`src/rtl/imem_loader_pkg.sv`:
```
// Shared types and constants for the instruction-memory loader.
// Covers the state encoding, stream field widths and word geometry.
package loader_pkg;

  typedef enum logic [2:0] {
    ST_IDLE,
    ST_LEN0,
    ST_LEN1,
    ST_DATA,
    ST_CSUM,
    ST_DONE,
    ST_ERR
  } loader_state_t;

  localparam int WORD_BYTES = 4;
  localparam int BYTE_W     = 8;
  localparam int LEN_W      = 16;
  localparam int CSUM_W     = 8;
  localparam int WORD_W     = WORD_BYTES * BYTE_W;
  localparam int BCNT_W     = $clog2(WORD_BYTES);

  // States in which the loader is consuming stream bytes.
  function automatic logic is_stream_state(loader_state_t s);
    return s inside {ST_LEN0, ST_LEN1, ST_DATA, ST_CSUM};
  endfunction

endpackage

```
`src/rtl/imem_loader_if.sv`:
```
// Byte-stream, instruction-RAM write port and core-control bundle.
// The loader uses the slave modport; the byte source/host uses master.
interface imem_loader_if #(
  parameter int ADDR_W = 12
);
  import loader_pkg::*;

  logic                load_req;
  logic                byte_valid;
  logic [BYTE_W-1:0]   byte_data;
  logic                byte_ready;
  logic                mem_we;
  logic [ADDR_W-1:0]   mem_addr;
  logic [WORD_W-1:0]   mem_wdata;
  logic                core_hold;
  logic                done;
  logic                error;

  modport master (
    output load_req,
    output byte_valid,
    output byte_data,
    input  byte_ready,
    input  mem_we,
    input  mem_addr,
    input  mem_wdata,
    input  core_hold,
    input  done,
    input  error
  );

  modport slave (
    input  load_req,
    input  byte_valid,
    input  byte_data,
    output byte_ready,
    output mem_we,
    output mem_addr,
    output mem_wdata,
    output core_hold,
    output done,
    output error
  );

endinterface

```
`src/rtl/imem_loader_word_packer.sv`:
```
// Little-endian byte-to-word assembler: byte k of a word lands in bits [8k+7:8k].
// word_o shows the completed word in the same cycle word_done_o is raised.
module word_packer
  import loader_pkg::*;
(
  input  logic              clk,
  input  logic              rst,
  input  logic              clear_i,
  input  logic              byte_en_i,
  input  logic [BYTE_W-1:0] byte_i,
  output logic [WORD_W-1:0] word_o,
  output logic              word_done_o
);

  logic [BCNT_W-1:0] cnt_q, cnt_d;
  logic [WORD_W-1:0] asm_q, asm_d;

  always_comb begin
    cnt_d = cnt_q;
    asm_d = asm_q;
    if (clear_i) begin
      cnt_d = '0;
      asm_d = '0;
    end else if (byte_en_i) begin
      asm_d[cnt_q*BYTE_W +: BYTE_W] = byte_i;
      cnt_d = cnt_q + BCNT_W'(1);
    end
  end

  assign word_o      = asm_d;
  assign word_done_o = byte_en_i && !clear_i && (cnt_q == BCNT_W'(WORD_BYTES - 1));

  always_ff @(posedge clk or posedge rst) begin
    if (rst) begin
      cnt_q <= '0;
      asm_q <= '0;
    end else begin
      cnt_q <= cnt_d;
      asm_q <= asm_d;
    end
  end

endmodule

```
`src/rtl/imem_loader.sv`:
```
// Loads the RV32I instruction RAM from a length/data/XOR-checksum byte stream,
// holding the core in reset until the checksum has been verified.
module imem_loader
  import loader_pkg::*;
#(
  parameter int ADDR_W = 12
) (
  input  logic         clk,
  input  logic         reset,
  imem_loader_if.slave bus
);

  localparam logic [31:0] CAPACITY = 32'(1) << ADDR_W;

  loader_state_t       state_q, state_d;
  logic [LEN_W-1:0]    len_q, len_d;
  logic [ADDR_W:0]     widx_q, widx_d;
  logic [CSUM_W-1:0]   xor_q, xor_d;
  logic                we_q, we_d;
  logic [ADDR_W-1:0]   addr_q, addr_d;
  logic [WORD_W-1:0]   wdata_q, wdata_d;
  logic                done_q, done_d;
  logic                error_q, error_d;
  logic                hold_q, hold_d;

  logic                byte_ready;
  logic                fire;
  logic [LEN_W-1:0]    len_full;
  logic                pk_clear;
  logic                pk_en;
  logic [WORD_W-1:0]   pk_word;
  logic                pk_done;

  assign byte_ready = is_stream_state(state_q);
  assign fire       = bus.byte_valid && byte_ready;
  assign len_full   = {bus.byte_data, len_q[BYTE_W-1:0]};

  word_packer u_packer (
    .clk         (clk),
    .rst         (reset),
    .clear_i     (pk_clear),
    .byte_en_i   (pk_en),
    .byte_i      (bus.byte_data),
    .word_o      (pk_word),
    .word_done_o (pk_done)
  );

  always_comb begin
    state_d  = state_q;
    len_d    = len_q;
    widx_d   = widx_q;
    xor_d    = xor_q;
    we_d     = 1'b0;
    addr_d   = addr_q;
    wdata_d  = wdata_q;
    done_d   = done_q;
    error_d  = error_q;
    hold_d   = hold_q;
    pk_clear = 1'b0;
    pk_en    = 1'b0;

    case (state_q)
      ST_IDLE, ST_DONE, ST_ERR: begin
        if (bus.load_req) begin
          state_d  = ST_LEN0;
          len_d    = '0;
          widx_d   = '0;
          xor_d    = '0;
          done_d   = 1'b0;
          error_d  = 1'b0;
          hold_d   = 1'b1;
          pk_clear = 1'b1;
        end
      end

      ST_LEN0: begin
        if (fire) begin
          len_d[BYTE_W-1:0] = bus.byte_data;
          xor_d             = xor_q ^ bus.byte_data;
          state_d           = ST_LEN1;
        end
      end

      ST_LEN1: begin
        if (fire) begin
          len_d = len_full;
          xor_d = xor_q ^ bus.byte_data;
          if (32'(len_full) > CAPACITY) begin
            state_d = ST_ERR;
            error_d = 1'b1;
          end else if (len_full == '0) begin
            state_d = ST_CSUM;
          end else begin
            state_d = ST_DATA;
          end
        end
      end

      ST_DATA: begin
        if (fire) begin
          xor_d = xor_q ^ bus.byte_data;
          pk_en = 1'b1;
          if (pk_done) begin
            we_d    = 1'b1;
            addr_d  = widx_q[ADDR_W-1:0];
            wdata_d = pk_word;
            widx_d  = widx_q + 1'b1;
            // Index is one bit wider than the address, so a full-capacity load ends cleanly.
            if (32'(widx_q) + 32'd1 == 32'(len_q)) begin
              state_d = ST_CSUM;
            end
          end
        end
      end

      ST_CSUM: begin
        if (fire) begin
          if (bus.byte_data == xor_q) begin
            state_d = ST_DONE;
            done_d  = 1'b1;
            hold_d  = 1'b0;
          end else begin
            state_d = ST_ERR;
            error_d = 1'b1;
          end
        end
      end

      default: begin
        state_d = ST_IDLE;
        hold_d  = 1'b1;
      end
    endcase
  end

  always_ff @(posedge clk or posedge reset) begin
    if (reset) begin
      state_q <= ST_IDLE;
      len_q   <= '0;
      widx_q  <= '0;
      xor_q   <= '0;
      we_q    <= 1'b0;
      addr_q  <= '0;
      wdata_q <= '0;
      done_q  <= 1'b0;
      error_q <= 1'b0;
      hold_q  <= 1'b1;
    end else begin
      state_q <= state_d;
      len_q   <= len_d;
      widx_q  <= widx_d;
      xor_q   <= xor_d;
      we_q    <= we_d;
      addr_q  <= addr_d;
      wdata_q <= wdata_d;
      done_q  <= done_d;
      error_q <= error_d;
      hold_q  <= hold_d;
    end
  end

  assign bus.byte_ready = byte_ready;
  assign bus.mem_we     = we_q;
  assign bus.mem_addr   = addr_q;
  assign bus.mem_wdata  = wdata_q;
  assign bus.core_hold  = hold_q;
  assign bus.done       = done_q;
  assign bus.error      = error_q;

endmodule

```
`src/flat_wrapper.sv`:
```
// flat-port wrapper written by rule: the top's interface ports become plain ports
module imem_loader_flat import loader_pkg::*;
#(
  parameter int ADDR_W = 12
)
  (clk, reset, bus_load_req, bus_byte_valid, bus_byte_data, bus_byte_ready, bus_mem_we, bus_mem_addr, bus_mem_wdata, bus_core_hold, bus_done, bus_error);
  imem_loader_if #(.ADDR_W(ADDR_W)) bus_i ();
  input  logic clk;
  input  logic reset;
  input wire logic [$bits(bus_i.load_req)-1:0] bus_load_req;
  input wire logic [$bits(bus_i.byte_valid)-1:0] bus_byte_valid;
  input wire logic [$bits(bus_i.byte_data)-1:0] bus_byte_data;
  output wire logic [$bits(bus_i.byte_ready)-1:0] bus_byte_ready;
  output wire logic [$bits(bus_i.mem_we)-1:0] bus_mem_we;
  output wire logic [$bits(bus_i.mem_addr)-1:0] bus_mem_addr;
  output wire logic [$bits(bus_i.mem_wdata)-1:0] bus_mem_wdata;
  output wire logic [$bits(bus_i.core_hold)-1:0] bus_core_hold;
  output wire logic [$bits(bus_i.done)-1:0] bus_done;
  output wire logic [$bits(bus_i.error)-1:0] bus_error;
  assign bus_i.load_req = bus_load_req;
  assign bus_i.byte_valid = bus_byte_valid;
  assign bus_i.byte_data = bus_byte_data;
  assign bus_byte_ready = bus_i.byte_ready;
  assign bus_mem_we = bus_i.mem_we;
  assign bus_mem_addr = bus_i.mem_addr;
  assign bus_mem_wdata = bus_i.mem_wdata;
  assign bus_core_hold = bus_i.core_hold;
  assign bus_done = bus_i.done;
  assign bus_error = bus_i.error;
  imem_loader #(.ADDR_W(ADDR_W)) u_core (.clk(clk), .reset(reset), .bus(bus_i));
endmodule
```
`config.mk`:
```
export PLATFORM = sky130hd
export DESIGN_NAME = imem_loader_flat
export DESIGN_NICKNAME = d
export VERILOG_FILES = /design/src/rtl/imem_loader_pkg.sv /design/src/rtl/imem_loader_if.sv /design/src/rtl/imem_loader_word_packer.sv /design/src/rtl/imem_loader.sv /design/src/flat_wrapper.sv
export SDC_FILE = /design/constraint.sdc
export NUM_CORES = 1
export LEC_CHECK = 0
export BUFFER_PORTS_ARGS = -buffer_cell sky130_fd_sc_hd__buf_2
export CAP_MARGIN = 30
export CORE_MARGIN = 2
export CORE_UTILIZATION = 45
export DETAILED_ROUTE_END_ITERATION = 10
export PLACE_DENSITY = 0.63
export SLEW_MARGIN = 0
export SYNTH_ARGS = -nofsm -noshare
export SYNTH_HDL_FRONTEND = slang
export SYNTH_SLANG_ARGS = --single-unit
```
`constraint.sdc`:
```
create_clock -name clk -period 3.7 [get_ports clk]
set_input_delay 0.555 -clock clk [delete_from_list [all_inputs] [get_ports clk]]
set_output_delay 0.555 -clock clk [all_outputs]
set_load 0.03 [all_outputs]
```
======== After elaboration in Yosys (flattened, before gate mapping) ========
Cells that the tools add are included.
storage, ports and cells
  flip-flop bits (word level) ............. 122
  output and inout bits ................... 49
  logic and storage cells ................. 116
operators by class
  $add $sub $neg .......................... 4
  $lt $le $gt $ge ......................... 1
  equal/unequal tests ..................... 20
  shifts and indexed selects .............. 2
  muxes and demuxes ....................... 48
  bitwise logic cells ..................... 3
  reduce and logical (&&, ||, !) cells .... 25
operators by type and width
  cell                                                             number
  two-way mux 32 bit                                               2
  two-way mux 13 bit                                               3
  negator 5 -> 34 bit                                              1
  variable shift 8 x 34 -> 32 bit, first input constant            1
  indexed part select 8 x 34 -> 32 bit                             1
  bitwise mux 32 bit                                               1
  equality test 32 x 16 -> 1 bit                                   1
  two-way mux 16 bit                                               2
  one-hot mux 8 bit (2 select lines)                               2
  two-way mux 3 bit                                                9
  one-hot mux 13 bit (2 select lines)                              1
  two-way mux 8 bit                                                3
  one-hot mux 8 bit (3 select lines)                               1
  two-way mux 1 bit                                                17
  greater-than comparator 16 x 13 -> 1 bit, second input constant  1
  zero test 16 bit                                                 1
  AND reduction 4 bit                                              4
  one-hot mux 3 bit (5 select lines)                               1
  adder 13 x 1 -> 14 bit, second input constant                    1
  adder 13 x 1 -> 13 bit, second input constant                    1
  != test 2 x 1 -> 1 bit, second input constant                    6
  nonzero test 2 bit                                               6
  != test 2 bit, second input constant                             5
  equality test 3 bit, second input constant                       3
  19 further kinds                                                 29

======== Depth between registers and ports, before layout ========
  word-level depth ........................ 10
  depth in mapped cells ................... 10
  gate-level depth less buffers ........... 7

======== By module ========
Synthesis repeated with hierarchy kept, for this count alone.
second synthesis, totals
  cells, all modules ...................... 660
  area total of the unflattened synthesis .. 6004.5 µm²
by module, submodules not included
  module       instances  cells each  area an instance (µm²)
  imem_loader  1          528         4371.7
  word_packer  1          132         1632.8

======== Least setup slack after synthesis ========
Ideal clock, no wire load.
  kind .................................... input to register
  start point ............................. input port bus_byte_data[2]
  end point ............................... register u_core.error_q (netlist: u_core.bus.error)
  library setup time ...................... 0.122 ns
  arrival ................................. 1.868 ns
  data required time ...................... 3.578 ns
  setup slack ............................. 1.711 ns
  cell stages on the path ................. 7
  buffers on the path ..................... 1
  cell sequence ........................... clkbuf_1 -> nor4_1 -> nand3_1 -> a211o_1 -> a21oi_1 -> nor2_1 -> a32o_1
on the way
  word-level cells in the longest chain between the ends .. 3
ends and longest elaborated chain
  what                                                                                    RTL line                               RTL
  from (decl)                                                                             flat_wrapper.sv:12                     input wire logic [$bits(bus_i.byte_data)-1:0] bus_byte_data;
  greater-than comparator 16 x 13 -> 1 bit / equality test 8 bit (equally long branches)  imem_loader.sv:88, imem_loader.sv:118
  != test 2 bit (no source line)                                                          --
  AND reduction 6 bit (no source line) (*)                                                --
  to (signal assigned)                                                                    imem_loader.sv:157                     error_q <= error_d;
  to (decl)                                                                               imem_loader.sv:23                      logic error_q, error_d;
Mark *: on every way between the ends. The rest lies on a longest branch, timed or not.
A chain may end at the register's enable or synchronous reset.

======== Worst setup path after layout ========
  start point ............................. register u_core.state_q[1]
  end point ............................... register u_core.wdata_q[25] (netlist: u_core.bus.mem_wdata[25])
on the way
  word-level cells in the longest chain between the ends .. 8
ends and longest elaborated chain
  what                                                        RTL line                       RTL
  from (decl)                                                 imem_loader.sv:15              loader_state_t state_q, state_d;
  from (signal assigned)                                      imem_loader.sv:149             state_q <= state_d;
  equality test 3 x 1 -> 1 bit, or another cell as far along  imem_loader_pkg.sv:24          return s inside {ST_LEN0, ST_LEN1, ST_DATA, ST_CSUM};
  nonzero test 4 bit                                          imem_loader_pkg.sv:24
  logical AND 1 bit                                           imem_loader.sv:35              assign fire = bus.byte_valid && byte_ready;
  two-way mux 1 bit                                           imem_loader.sv:100             if (fire) begin
  two-way mux 1 bit                                           imem_loader.sv:62              case (state_q)
  logical AND 1 bit (2 in a row)                              imem_loader_word_packer.sv:31  assign word_done_o = byte_en_i && !clear_i && (cnt_q == BCNT_W'(WORD_BYTES - 1));
  AND reduction 3 bit (no source line)                        --
  to (signal assigned)                                        imem_loader.sv:155             wdata_q <= wdata_d;
  to (decl)                                                   imem_loader.sv:21              logic [WORD_W-1:0] wdata_q, wdata_d;
Several ways; a longest one is shown, not always the timed one.

==> results.yml <==
run_status:
  run_status: "complete, no violations"
layout:
  area_delta_synth_final_pct: 17.68
  layout.nets: 674
  fin_cells: 837
  diodes: 0
  drive_above_1_share_pct: 16.29
pwr:
  power_mw: 4.289
  power.leakage_nw: 3.292
  power_density_nw_per_um2: 655.2
  vdd_drop_max_mv: 0.3062
sta:
  hold_ws_ns: 0.07167
  setup_viol: 0
  final.period_utilization_pct: 70.19
  slew_headroom_pct: 50.85
  tightest_slew_ns: 0.7356
  final.setup.tns_ns: 0
  rsz0062_at_grt: "no"
  finClkSkew_ns: 0.007740
  min_period_ns: 2.597
  fmax_mhz: 385.1
  drv_slew: 0
  setup_ws_ns: 1.103
  hold_viol_final: 0
critical_path:
  critPathArrivalTime_ns: 2.94
  end_kind: "flop"
  startpoint_type: "flop"
  path_max_fanout: 44
  worst_ep_required_time_ns: 4.04
  crit_type: "reg2reg"
placed_design:
  port-buffer-count: 60
  dp_hpwl_um: 8473
  dp_worst_setup_slack_ns: 1.164
  gp_congestion: 0.8409
  dp_cells: 805
clock_network:
  root_buffer: "clkbuf_16"
  cts_buffers: 17
  cts_setup_buffers: 0
  ctsResizeCount: 0
  clkTransAtPathRegs_ns: 0.05
  clock-sinks: 114
  cts_tree: "built"
  htree_levels: 4
  cts_hold_buf: 0
  clockBufferDepth: 2
  clock_latency_ns: 0.41
die:
  num_rows: 40
  die_y_um: 115.2
  start_util_pct: 46.12
  die-area_um2: 13270
  ioPinCount: 61
  die_w_um: 115.2
  coreArea_um2: 12060
grt:
  grt_pass1_vias: 4333
  use_met1_pct: 29.07
  grt_util_met3_pct: 5.166
  antenna_found_initial: 0
  grtUsageTotal_pct: 20.91
  grt_max_degree: 68
  met2_usage_pct: 32.39
  grt_pass1_wl_um: 21530
  grt-ovfl-total: 0
  busiest_layer: "met2"
drt:
  wl_um: 12870
  dr.pass1.iters: 5
  first_iter_violations: 393
  postRouteAntennaNets: 0
  detail_route.wl_per_cell_um: 15.38
  vias_per_cell: 5.329
  dr_total_vias: 4460
  drc: 0
yosys:
  avgSynthCellArea_um2: 9.060
  synth_edf_count: 0
  ys_ff_latch: 114
  netlist_area_um2: 5563
  async_reset_ff_share_pct: 100.0
  ys_warn_count: 0
  syn-num-nets: 632
  syn_inst: 614
  synth_cell_types: 58
  ys_seq_area_share_pct: 51.30
  ys.flop_type: "dfrtp_1"
worst_hold_path:
  hold_path.class: "in2async"
run:
  maxCapViolations: 0
[registers in the layout, summed over array words and instances, names as in the netlist]
signal / cells
u_core.bus.mem_addr: 12
u_core.u_packer.asm_q: 24
u_core.bus.core_hold: 1
u_core.state_q: 3
u_core.xor_q: 8
u_core.bus.mem_wdata: 32
u_core.u_packer.cnt_q: 2
u_core.bus.mem_we: 1
u_core.len_q: 16
u_core.bus.error: 1
u_core.widx_q: 13
u_core.bus.done: 1
[placed cells by master, fill, tap and decap left out, types with 3 or more instances in the layout]
master,n
a211o_1,3
a21oi_1,37
a22o_1,8
a311oi_1,3
and2_0,3
and3_1,31
buf_2,60
buf_4,6
bufinv_16,3
clkbuf_16,17
clkinv_2,6
dfrtp_1,113
ha_1,6
inv_1,11
mux2i_1,3
nand2_1,112
nand2b_1,16
nand3_1,18
nand4_1,6
nor2_1,54
nor3_1,4
nor3b_1,4
nor4_1,5
o21ai_0,66
o22ai_1,5
o31ai_1,4
xnor2_1,13
xor2_1,8
[metal layers]
| layer | vias to the layer above | part of all wire (%) |
|---|---|---|
| met1 | 2140 | 48 |
| li1 | 2199 | - |
| met3 | 9 | 4.5 |
| met4 | 0 | 0.99 |
| met5 | - | 0 |
| met2 | 112 | 47 |
[worst paths after layout]
path | from | end | slack [ns] | cells past startpoint
max | u_core.state_q[1]$_DFFE_PP0P_ | u_core.bus.mem_wdata[25]$_DFFE_PP0P_ | 1.10 | 6
min | reset | u_core.widx_q[5]$_DFFE_PP0P_ | 0.07 | 2
max reg2reg | u_core.state_q[1]$_DFFE_PP0P_ | u_core.bus.mem_wdata[25]$_DFFE_PP0P_ | 1.10 | 6
min reg2reg | u_core.bus.mem_addr[3]$_DFFE_PP0P_ | u_core.bus.mem_addr[3]$_DFFE_PP0P_ | 0.46 | 2
max in group asynchronous | reset | u_core.bus.mem_wdata[21]$_DFFE_PP0P_ | 2.75 | 4
min in group clk | u_core.bus.mem_addr[3]$_DFFE_PP0P_ | u_core.bus.mem_addr[3]$_DFFE_PP0P_ | 0.46 | 2
[where the power goes]
part | switching, mW | internal (mW)
clock network | 0.548 | 1.08
registers | 0.189 | 1.42
logic | 0.666 | 0.380
total | 1.40 | 2.89
[final cells by class]
type                    count  area, um2
clock buffers              21      460.4
clock inverters            11      135.1
fillers                  1090       5515
inverters                  12      47.55
multi-input cells         444       2466
flip-flops and latches    114       2854
well taps                 168      210.2
repair buffers             67      372.9
[Yosys cell counts, types with 6 or more instances]
cell / n / area [um2]
nor2_1: 54 / 202.7
xor2_1: 8 / 70.07
nand2b_1: 16 / 100.1
nand3_1: 18 / 90.09
nand2_1: 113 / 424.2
clkbuf_1: 19 / 71.32
xnor2_1: 13 / 113.9
ha_1: 6 / 75.07
dfrtp_1: 113 / 2828
o21ai_0: 66 / 330.3
a21oi_1: 37 / 185.2
a22o_1: 8 / 70.07
nand4_1: 6 / 37.54
inv_1: 12 / 45.04
buf_2: 15 / 75.07
and3_1: 31 / 193.9
buf_1: 6 / 22.52
[cell families after synthesis]
| group | share of synthesized area, % |
|---|---|
| AOI/OAI and AO/OA | 15.18 |
| xor gates and xnor gates | 4.139 |
| adders and majority gates | 1.349 |
| buffers and inverters | 4.453 |
| DFF | 51.30 |
| muxes | 0.5398 |
| and+or+nand+nor | 23.03 |
[metrics by stage]
stage / utilization (%) / cell area [um2]
floorplan: - / 5563
global placement: 49.11 / 5923
detailed placement: 49.34 / 5951
CTS: 54.27 / 6546
global route: 54.27 / 6546
finish: 54.27 / 6546
[critical path, stage by stage (launching register included)]
cell     delay [ns]
dfrtp_1        0.74
nor2b_1        0.32
and3_1         0.47
nand2_2        0.12
buf_4          0.27
nor4_4         0.39
a22o_1         0.21
No activity file was read; power rests on OpenSTA's default activity.
